===== src/rtl/mem_req_arbiter_pkg.sv =====
// Shared types and default widths for the instruction-memory request arbiter.
// The width constants match the existing instruction-packet width defines.
package mem_arb_pkg;

    localparam int unsigned MEM_ADDR_WIDTH = 32;
    localparam int unsigned MEM_DATA_WIDTH = 128;
    localparam int unsigned DEF_NUM_REQ    = 2;
    localparam int unsigned DEF_TIMEOUT    = 64;

    typedef enum logic [1:0] {
        IDLE  = 2'd0,
        ISSUE = 2'd1,
        WAIT  = 2'd2,
        RESP  = 2'd3
    } arb_state_t;

    // Width of a requester index; at least one bit even for a single requester.
    function automatic int unsigned idx_width(input int unsigned n);
        return (n > 1) ? $clog2(n) : 1;
    endfunction

endpackage


===== src/rtl/mem_req_arbiter_rr_arbiter.sv =====
// Combinational round-robin pick: the requester after last_grant has the
// highest priority, wrapping from NUM_REQ-1 back to 0.
module rr_arbiter
    import mem_arb_pkg::*;
#(
    parameter int unsigned NUM_REQ = DEF_NUM_REQ,
    localparam int unsigned IDX_W  = idx_width(NUM_REQ)
) (
    input  logic [NUM_REQ-1:0] req,
    input  logic [IDX_W-1:0]   last_grant,
    output logic [NUM_REQ-1:0] grant,
    output logic [IDX_W-1:0]   grant_idx
);

    int unsigned          cand;
    logic                 found;
    logic [NUM_REQ-1:0]   shifted;

    // Scan offsets 1..NUM_REQ from last_grant; the first requesting index wins.
    always_comb begin
        cand      = 0;
        found     = 1'b0;
        shifted   = '0;
        grant_idx = '0;
        for (int unsigned off = 1; off <= NUM_REQ; off++) begin
            cand = 32'(last_grant) + off;
            if (cand >= NUM_REQ) begin
                cand = cand - NUM_REQ;
            end
            shifted = req >> cand;
            if (!found && shifted[0]) begin
                found     = 1'b1;
                grant_idx = IDX_W'(cand);
            end
        end
        grant = '0;
        if (found) begin
            grant = NUM_REQ'(1) << grant_idx;
        end
    end

endmodule


===== src/rtl/mem_req_arbiter.sv =====
// Round-robin controller sharing the single instruction-memory port between
// NUM_REQ requesters. One transaction is outstanding at a time: the winner's
// address is latched, the memory request held until completion or timeout,
// and a one-cycle response is returned to the granted requester.
module mem_req_arbiter
    import mem_arb_pkg::*;
#(
    parameter int unsigned NUM_REQ    = DEF_NUM_REQ,
    parameter int unsigned ADDR_WIDTH = MEM_ADDR_WIDTH,
    parameter int unsigned DATA_WIDTH = MEM_DATA_WIDTH,
    parameter int unsigned TIMEOUT    = DEF_TIMEOUT
) (
    input  logic                          clock,
    input  logic                          reset,
    input  logic [NUM_REQ-1:0]            req_valid,
    input  logic [NUM_REQ*ADDR_WIDTH-1:0] req_addr,
    output logic [NUM_REQ-1:0]            resp_valid,
    output logic [DATA_WIDTH-1:0]         resp_data,
    output logic                          resp_ok,
    output logic                          resp_timeout,
    output logic                          busy,
    output logic                          mem_req,
    output logic [ADDR_WIDTH-1:0]         mem_addr,
    input  logic                          mem_ready,
    input  logic [DATA_WIDTH-1:0]         mem_data,
    input  logic                          mem_valid
);

    localparam int unsigned IDX_W = idx_width(NUM_REQ);
    localparam int unsigned CNT_W = $clog2(TIMEOUT) + 1;

    arb_state_t          state;
    arb_state_t          state_next;
    logic [IDX_W-1:0]    last_grant;
    logic [IDX_W-1:0]    grant_q;
    logic [CNT_W-1:0]    wait_cnt;
    logic [NUM_REQ-1:0]  pick_grant;
    logic [IDX_W-1:0]    pick_idx;
    logic                pick_any;
    logic [ADDR_WIDTH-1:0] pick_addr;
    logic                wait_expired;

    rr_arbiter #(
        .NUM_REQ (NUM_REQ)
    ) u_rr (
        .req        (req_valid),
        .last_grant (last_grant),
        .grant      (pick_grant),
        .grant_idx  (pick_idx)
    );

    assign pick_any     = |pick_grant;
    assign wait_expired = (wait_cnt == CNT_W'(TIMEOUT - 1));

    // Address mux for the requester the arbiter currently picks.
    always_comb begin
        pick_addr = '0;
        for (int unsigned i = 0; i < NUM_REQ; i++) begin
            if (pick_idx == IDX_W'(i)) begin
                pick_addr = req_addr[i*ADDR_WIDTH +: ADDR_WIDTH];
            end
        end
    end

    // State register.
    always_ff @(posedge clock) begin
        if (reset) begin
            state <= IDLE;
        end else begin
            state <= state_next;
        end
    end

    // Next-state logic; completion takes priority over expiry in the last WAIT cycle.
    always_comb begin
        state_next = state;
        case (state)
            IDLE:    if (pick_any) state_next = ISSUE;
            ISSUE:   state_next = WAIT;
            WAIT:    if (mem_ready || wait_expired) state_next = RESP;
            RESP:    state_next = IDLE;
            default: state_next = IDLE;
        endcase
    end

    // Handshake outputs; mem_req drops combinationally on the completion cycle.
    always_comb begin
        mem_req    = 1'b0;
        resp_valid = '0;
        busy       = (state != IDLE);
        case (state)
            ISSUE:   mem_req = 1'b1;
            WAIT:    mem_req = !mem_ready;
            RESP:    resp_valid = NUM_REQ'(1) << grant_q;
            default: ;
        endcase
    end

    // Grant/address latch, wait counter, response capture and rr pointer update.
    always_ff @(posedge clock) begin
        if (reset) begin
            grant_q      <= '0;
            last_grant   <= IDX_W'(NUM_REQ - 1);
            mem_addr     <= '0;
            wait_cnt     <= '0;
            resp_data    <= '0;
            resp_ok      <= 1'b0;
            resp_timeout <= 1'b0;
        end else begin
            case (state)
                IDLE: begin
                    if (pick_any) begin
                        grant_q  <= pick_idx;
                        mem_addr <= pick_addr;
                    end
                end
                ISSUE: begin
                    wait_cnt <= '0;
                end
                WAIT: begin
                    if (mem_ready) begin
                        resp_data    <= mem_data;
                        resp_ok      <= mem_valid;
                        resp_timeout <= 1'b0;
                    end else if (wait_expired) begin
                        resp_data    <= '0;
                        resp_ok      <= 1'b0;
                        resp_timeout <= 1'b1;
                    end else begin
                        wait_cnt <= wait_cnt + CNT_W'(1);
                    end
                end
                RESP: begin
                    last_grant <= grant_q;
                end
                default: ;
            endcase
        end
    end

endmodule


===== config.mk =====
export PLATFORM = sky130hd
export DESIGN_NAME = mem_req_arbiter
export DESIGN_NICKNAME = d
export VERILOG_FILES = /design/src/rtl/mem_req_arbiter_pkg.sv /design/src/rtl/mem_req_arbiter_rr_arbiter.sv /design/src/rtl/mem_req_arbiter.sv
export SDC_FILE = /design/constraint.sdc
export NUM_CORES = 1
export LEC_CHECK = 0
export BUFFER_PORTS_ARGS = -buffer_cell sky130_fd_sc_hd__buf_2
export CORE_AREA = 8 8 135 137
export CTS_BUF_LIST = sky130_fd_sc_hd__clkbuf_2 sky130_fd_sc_hd__clkbuf_4 sky130_fd_sc_hd__clkbuf_8
export CTS_CLUSTER_DIAMETER = 30
export DETAILED_ROUTE_END_ITERATION = 10
export DIE_AREA = 0 0 143 145
export GPL_TIMING_DRIVEN = 0
export PLACE_DENSITY_LB_ADDON = 0.12
export SLEW_MARGIN = 25
export SYNTH_ARGS = -nofsm -noshare
export SYNTH_HDL_FRONTEND = slang
export SYNTH_HIERARCHICAL = 1
export SYNTH_SLANG_ARGS = --single-unit

===== constraint.sdc =====
create_clock -name clock -period 4.5 [get_ports clock]
set_input_delay 0.45 -clock clock [delete_from_list [all_inputs] [get_ports clock]]
set_output_delay 0.45 -clock clock [all_outputs]
set_load 0.1 [all_outputs]

==> reports/metrics.csv, run 1 <==
metric,value,unit
status,"finished, final reports clean",
synthAdderAreaFrac,1.054,%
syn_inst,511,
fin_crit_sh,54.64,%
layout.cells.most_common,buf_2,
synth_mux_area_share,5.566,%
tns,0,ps
pre_cts_ws,2507,ps
grt_busiest_layer,met2,
regArea,3463,µm²
worstSetupPathType,flop to output pin,
power_frac_seq,33.5,%
track_usage,20.00,%
port_buffers,362,
power_density,665.7,nW/µm²
end_kind,output pin,
slew_viol_final,0,
required,4050,ps
cts_buffer_depth,2,
worstPathMaxFanout,8,
setup_viol,0,
fmax,0.4067,GHz
power.switching,2.845,mW
drive_gt1_share,47.85,%
die_w,143,µm
synth_seq_cells,173,
routed-via-count,5557,
cp_slowest_stage_delay,420,ps
ys_seq_area_share,58.36,%
synth_edf_count,0,
core_area,16170,µm²
io_pins,364,
synth_compound_area_share,26.08,%
p_leak,4.260,nW
layout.cells.non_filler,1126,
final_util,52.09,%
grt_max_degree,17,
hpwl,17230,µm
synth_area_leaders,"dfxtp_1 (58%), a22o_1 (19%), mux2i_1 (5.6%)",
synthArstFlopShare,0,%
grtUsageMet3,7.087,%
hold_class,primary input to flop,
place_congestion,0.8748,
rows,47,
path_delay_family,buffers and inverters,
synth_top_family_by_area,compound AO/OA/AOI/OAI gates,
nets,1095,
hold_violations,0,
drt-initial-drc-count,190,
final_cell_mix,"buf_2 (394), dfxtp_1 (173), a22o_1 (129)",
vias_per_cell,4.935,
crit_slowest_cell,buf_2,
tightestPinTransition,523.9,ps
rsz0062_at_grt,false,
cts-htree-levels,4,
cts_tree,done,
postCtsSetupRepairBufs,0,
synth-xor-area-share,0,%
p_total,5.608,mW
syn-num-nets,714,
multi_input_area,2225,µm²
p_sw_share,50.74,%
finalWirelength,21490,µm
root_buffer,clkbuf_8,
period_needed,2459,ps
ir_drop,0.3861,mV
dpl.cell_count,1093,
finalInstanceArea,8423,µm²
p_int,2.762,mW
dpl_cell_area,8021,µm²
use_met2,34.84,%
avgSynthCellArea,11.61,µm²
critPathBufInv,2,
initial_core_util,36.70,%
synth_top_area_share,58.36,%
grtUsageMet1,21.26,%
worstSkewPairLatency,450,ps
yosys_most_used_dff,dfxtp_1,
critPathArrivalTime,2010,ps
p_clk_share,19.5,%
syn2layout_area_growth,41.94,%
fillers,1515,
hold_slack,213.6,ps
p_comb_share,46.9,%
crit_chain,"inv_1, ha_1, and2b_1, o21a_1, buf_2",
cts-buffers-inserted,17,
grt_antenna_before_repair,1,
synth_top_area_cell,dfxtp_1,
ys_warn_count,6,
fin_skew,9.318,ps
avgRoutedWirePerCell,19.08,µm
yosys.area_share.simple,4.786,%
maxCapViolCount,0,
synthDistinctLibCells,39,
cts.clk_slew.worst_paths,90,ps
cts.sinks,173,
drtAntennaViolNets,0,
dr.pass1.iters,4,
grt_pass1_vias,5821,
route.detailed.drc,0,
fp.dieArea,20740,µm²
grt_overflow_total,0,
setup_ws,2041,ps
grt_pass1_wl,32400,µm
die_y,145,µm
worstSetupStartpointType,flop,
cts_resized,0,
slew_headroom,65.32,%
netlist_area,5934,µm²
hold_buffers,0,
-- power groups by stage --
stage,Combinational (mW),Clock (mW),Sequential (mW)
floorplan,0.633,0,3.41
global placement,2.62,0,1.91
detailed placement,2.64,0,1.91
CTS,2.65,1.12,1.88
global route,2.75,1.19,1.91
finish,2.63,1.10,1.88
-- path summary, 6_finish.rpt --
check / start / endpoint / slack (ps) / cells after the start
worst max-delay path: state[0] / mem_req / 2040 / 5
worst max register to register: state[0] / resp_data[115] / 2710 / 6
worst min register to register: resp_data[92] / resp_data[92] / 470 / 1
worst min-delay path: mem_data[28] / resp_data[28] / 210 / 2
-- routing by layer --
| layer | routed length, µm | share of wire (%) | vias up |
|---|---|---|---|
| li1 | - | - | 2685 |
| met1 | 8373 | 39 | 2576 |
| met2 | 10620 | 49 | 260 |
| met3 | 1959 | 9.1 | 36 |
| met4 | 535 | 2.5 | 0 |
| met5 | 0 | 0 | - |
-- cells by family (layout without fill, tap and decap cells) --
kind of cell | after synthesis | in the layout
compound gates | 186 | 186
flops | 173 | 173
simple gates | 63 | 63
buf+inv | 51 | 445
mux | 33 | 33
fa+ha+maj | 5 | 5
other cells | 0 | 1
-- Yosys cell counts, types with 2 or more instances --
cell         n
nand3_1      4
a21boi_0     2
a211oi_1    33
dfxtp_1    173
buf_2       32
a22o_1     129
buf_1        3
buf_6        2
o2111ai_1    2
or2_2        2
nand2b_1     2
ha_1         5
a21oi_1      7
clkbuf_1     8
inv_1        6
and3_1       3
mux2i_1     33
o21a_1       2
nor2_1      39
nand2_1      5
-- flip-flops by register name (all words and copies together), names as in the netlist --
name	flops
resp_ok	1
resp_data	128
mem_addr	32
state	2
wait_cnt	7
resp_timeout	1
last_grant	1
grant_q	1
-- cell type report --
type                       count  area share [%]
sequential                   173           41.12
multi-input combinational    287           26.41
timing repair buffer         362           21.51
tap                          220           3.268
clock buffer                  20           3.119
buffer                        45           2.659
clock inverter                12           1.619
inverter                       6          0.2674
antenna                        1         0.02971
-- worst reg2reg max path, cell delays in order (launching register included) --
cell and delay (ps):
dfxtp_1 390, inv_1 80, ha_1 290, and3_1 230, buf_2 220, buf_2 220
a22o_1 260
(Power assumes the default switching activity.)
==> run 2: changes to the inputs <==
Clock period 4.5 ns to 2.1 ns, I/O delays scaled along.
==> run 2 against run 1 <==
  * Sequential power increased by 110%
  * Setup slack got worse by 1900 ps
  * Combinational power increased by 120%
  * Worst hold slack got worse by 120 ps
  * Non-clock buffer count increased by 130
  * Clock power increased by 110%
  * Count of clock-buffer cells in the layout unchanged
  * Register-to-register slack got worse by 2400 ps
  * Via count increased by 11%
  * Critical endpoint unchanged
  * Largest cell class unchanged
  * Largest power group unchanged
==> reports/metrics.csv, run 2 (synthesis results as in run 1) <==
metric,value,unit
syn2layout_area_growth,63.95,%
diodes,0,
path_delay_family,buffers and inverters,
die_y,145,µm
place_congestion,0.8748,
root_buffer,clkbuf_8,
route.detailed.drc,0,
slew_viol_final,0,
track_usage,21.96,%
drive_gt1_share,42.13,%
drt-initial-drc-count,176,
tns,0,ps
required,1890,ps
rsz0062_at_grt,false,
cp_slowest_stage_delay,340,ps
crit_slowest_cell,dfxtp_2,
drtAntennaViolNets,0,
grt_overflow_total,0,
maxCapViolCount,0,
grt_antenna_before_repair,0,
worstPathMaxFanout,8,
grt_max_degree,17,
avgRoutedWirePerCell,18.58,µm
crit_chain,"inv_1, ha_2, and2b_2, o21a_1, buf_4",
fin_crit_sh,93.92,%
grt_pass1_wl,36080,µm
worstSetupPathType,flop to output pin,
cts.clk_slew.worst_paths,90,ps
final_cell_mix,"buf_2 (393), dfxtp_1 (172), dlygate4sd3_1 (130)",
period_needed,1972,ps
grtUsageMet3,7.349,%
largest_reg_flops,128,
cts_buffer_depth,2,
routed-via-count,6173,
fin_skew,18.24,ps
power_density,1259,nW/µm²
cts-htree-levels,4,
postCtsSetupRepairBufs,0,
worstSkewPairLatency,460,ps
hold_slack,93.96,ps
rows,47,
worstSetupStartpointType,flop,
reg.largest.list,"resp_data: 128 flops, mem_addr: 32 flops, wait_cnt: 7 flops",
grt_busiest_layer,met2,
holdPathEnd,mem_addr[12],
status,"finished, final reports clean",
tightestPinTransition,525.9,ps
critPathArrivalTime,1760,ps
cts.sinks,173,
initial_core_util,36.70,%
finalWirelength,23320,µm
r2r_end,mem_addr[5],
layout.cells.most_common,buf_2,
p_leak,4.801,nW
grt_pass1_vias,6677,
hp-start,req_addr[12],
nets,1225,
die_w,143,µm
setup_ws,127.6,ps
regToRegStartpoint,state[1],
hold_depth,3,
critPathBufInv,2,
dr.pass1.iters,4,
cts-buffers-inserted,17,
fp.dieArea,20740,µm²
grtUsageMet1,23.30,%
reg2reg_slack,350,ps
cts_tree,done,
hold_violations,0,
end_kind,output pin,
fillers,1355,
use_met2,38.26,%
ff2ff_path_depth,7,
final_util,60.16,%
hold_class,primary input to flop,
core_area,16170,µm²
ir_drop,0.8276,mV
port_buffers,362,
slew_headroom,65.18,%
hpwl,17230,µm
io_pins,364,
vias_per_cell,4.919,
setup_viol,0,
pre_cts_ws,302.5,ps
regMostFlops,resp_data,
fmax,0.5070,GHz
-- run 2: how the worst max path moves through the flow --
stage,startpoint,end,slack (ps),cells after the start
after floorplan,state[0],mem_addr[10],70,7
after global placement,state[0],resp_data[63],350,6
after detailed placement,state[0],resp_data[44],300,6
after CTS,state[0],mem_req,40,5
after global routing,state[0],mem_req,20,5
final,state[0],mem_req,130,5
-- run 2: report_power, final --
part / switching, mW / total (mW) / internal (mW) / leakage, nW
clock: 1.22 / 2.35 / 1.13 / 0.202
combinational: 4.67 / 5.86 / 1.19 / 3.19
sequential: 0.270 / 4.04 / 3.77 / 1.41
total: 6.16 / 12.3 / 6.09 / 4.80
-- run 2: worst register-to-register path: stages (launching register included) --
cell and delay (ps):
dfxtp_1 340, inv_1 110, ha_1 200, inv_1 80, nor2_1 120, buf_2 230
buf_1 390, a211oi_1 140
-- run 2: timing repair --
item | 4_1_cts | 5_1_grt
setup endpoints to repair | 1 | 1
hold endpoints to repair | 130 | 0
hold buffers | 130 | 0
resized for setup | 3 | 1
-- run 2: area by class of cell --
class | count | area (µm²) | share of cell area, %
timing repair buffer | 492 | 3115 | 32.02
clock buffer | 20 | 262.8 | 2.701
multi-input combinational | 287 | 2228 | 22.90
inverter | 6 | 22.52 | 0.2315
clock inverter | 12 | 136.4 | 1.402
sequential | 173 | 3465 | 35.61
buffer | 45 | 224.0 | 2.302
tap | 220 | 275.3 | 2.829
-- run 2: layer usage --
metal	part of all wire [%]	routed length [µm]
met1	38	8818
met2	50	11710
met3	9.2	2137
met4	2.8	651
met5	0	0
-- run 2: per-stage QoR --
step | area [µm²] | power (mW) | cells
floorplan | 5934 | 8.663 | 511
global placement | 8021 | 9.690 | 1093
detailed placement | 8021 | 9.760 | 1093
CTS | 9728 | 12.32 | 1255
global route | 9729 | 12.77 | 1255
finish | 9729 | 12.25 | 1255
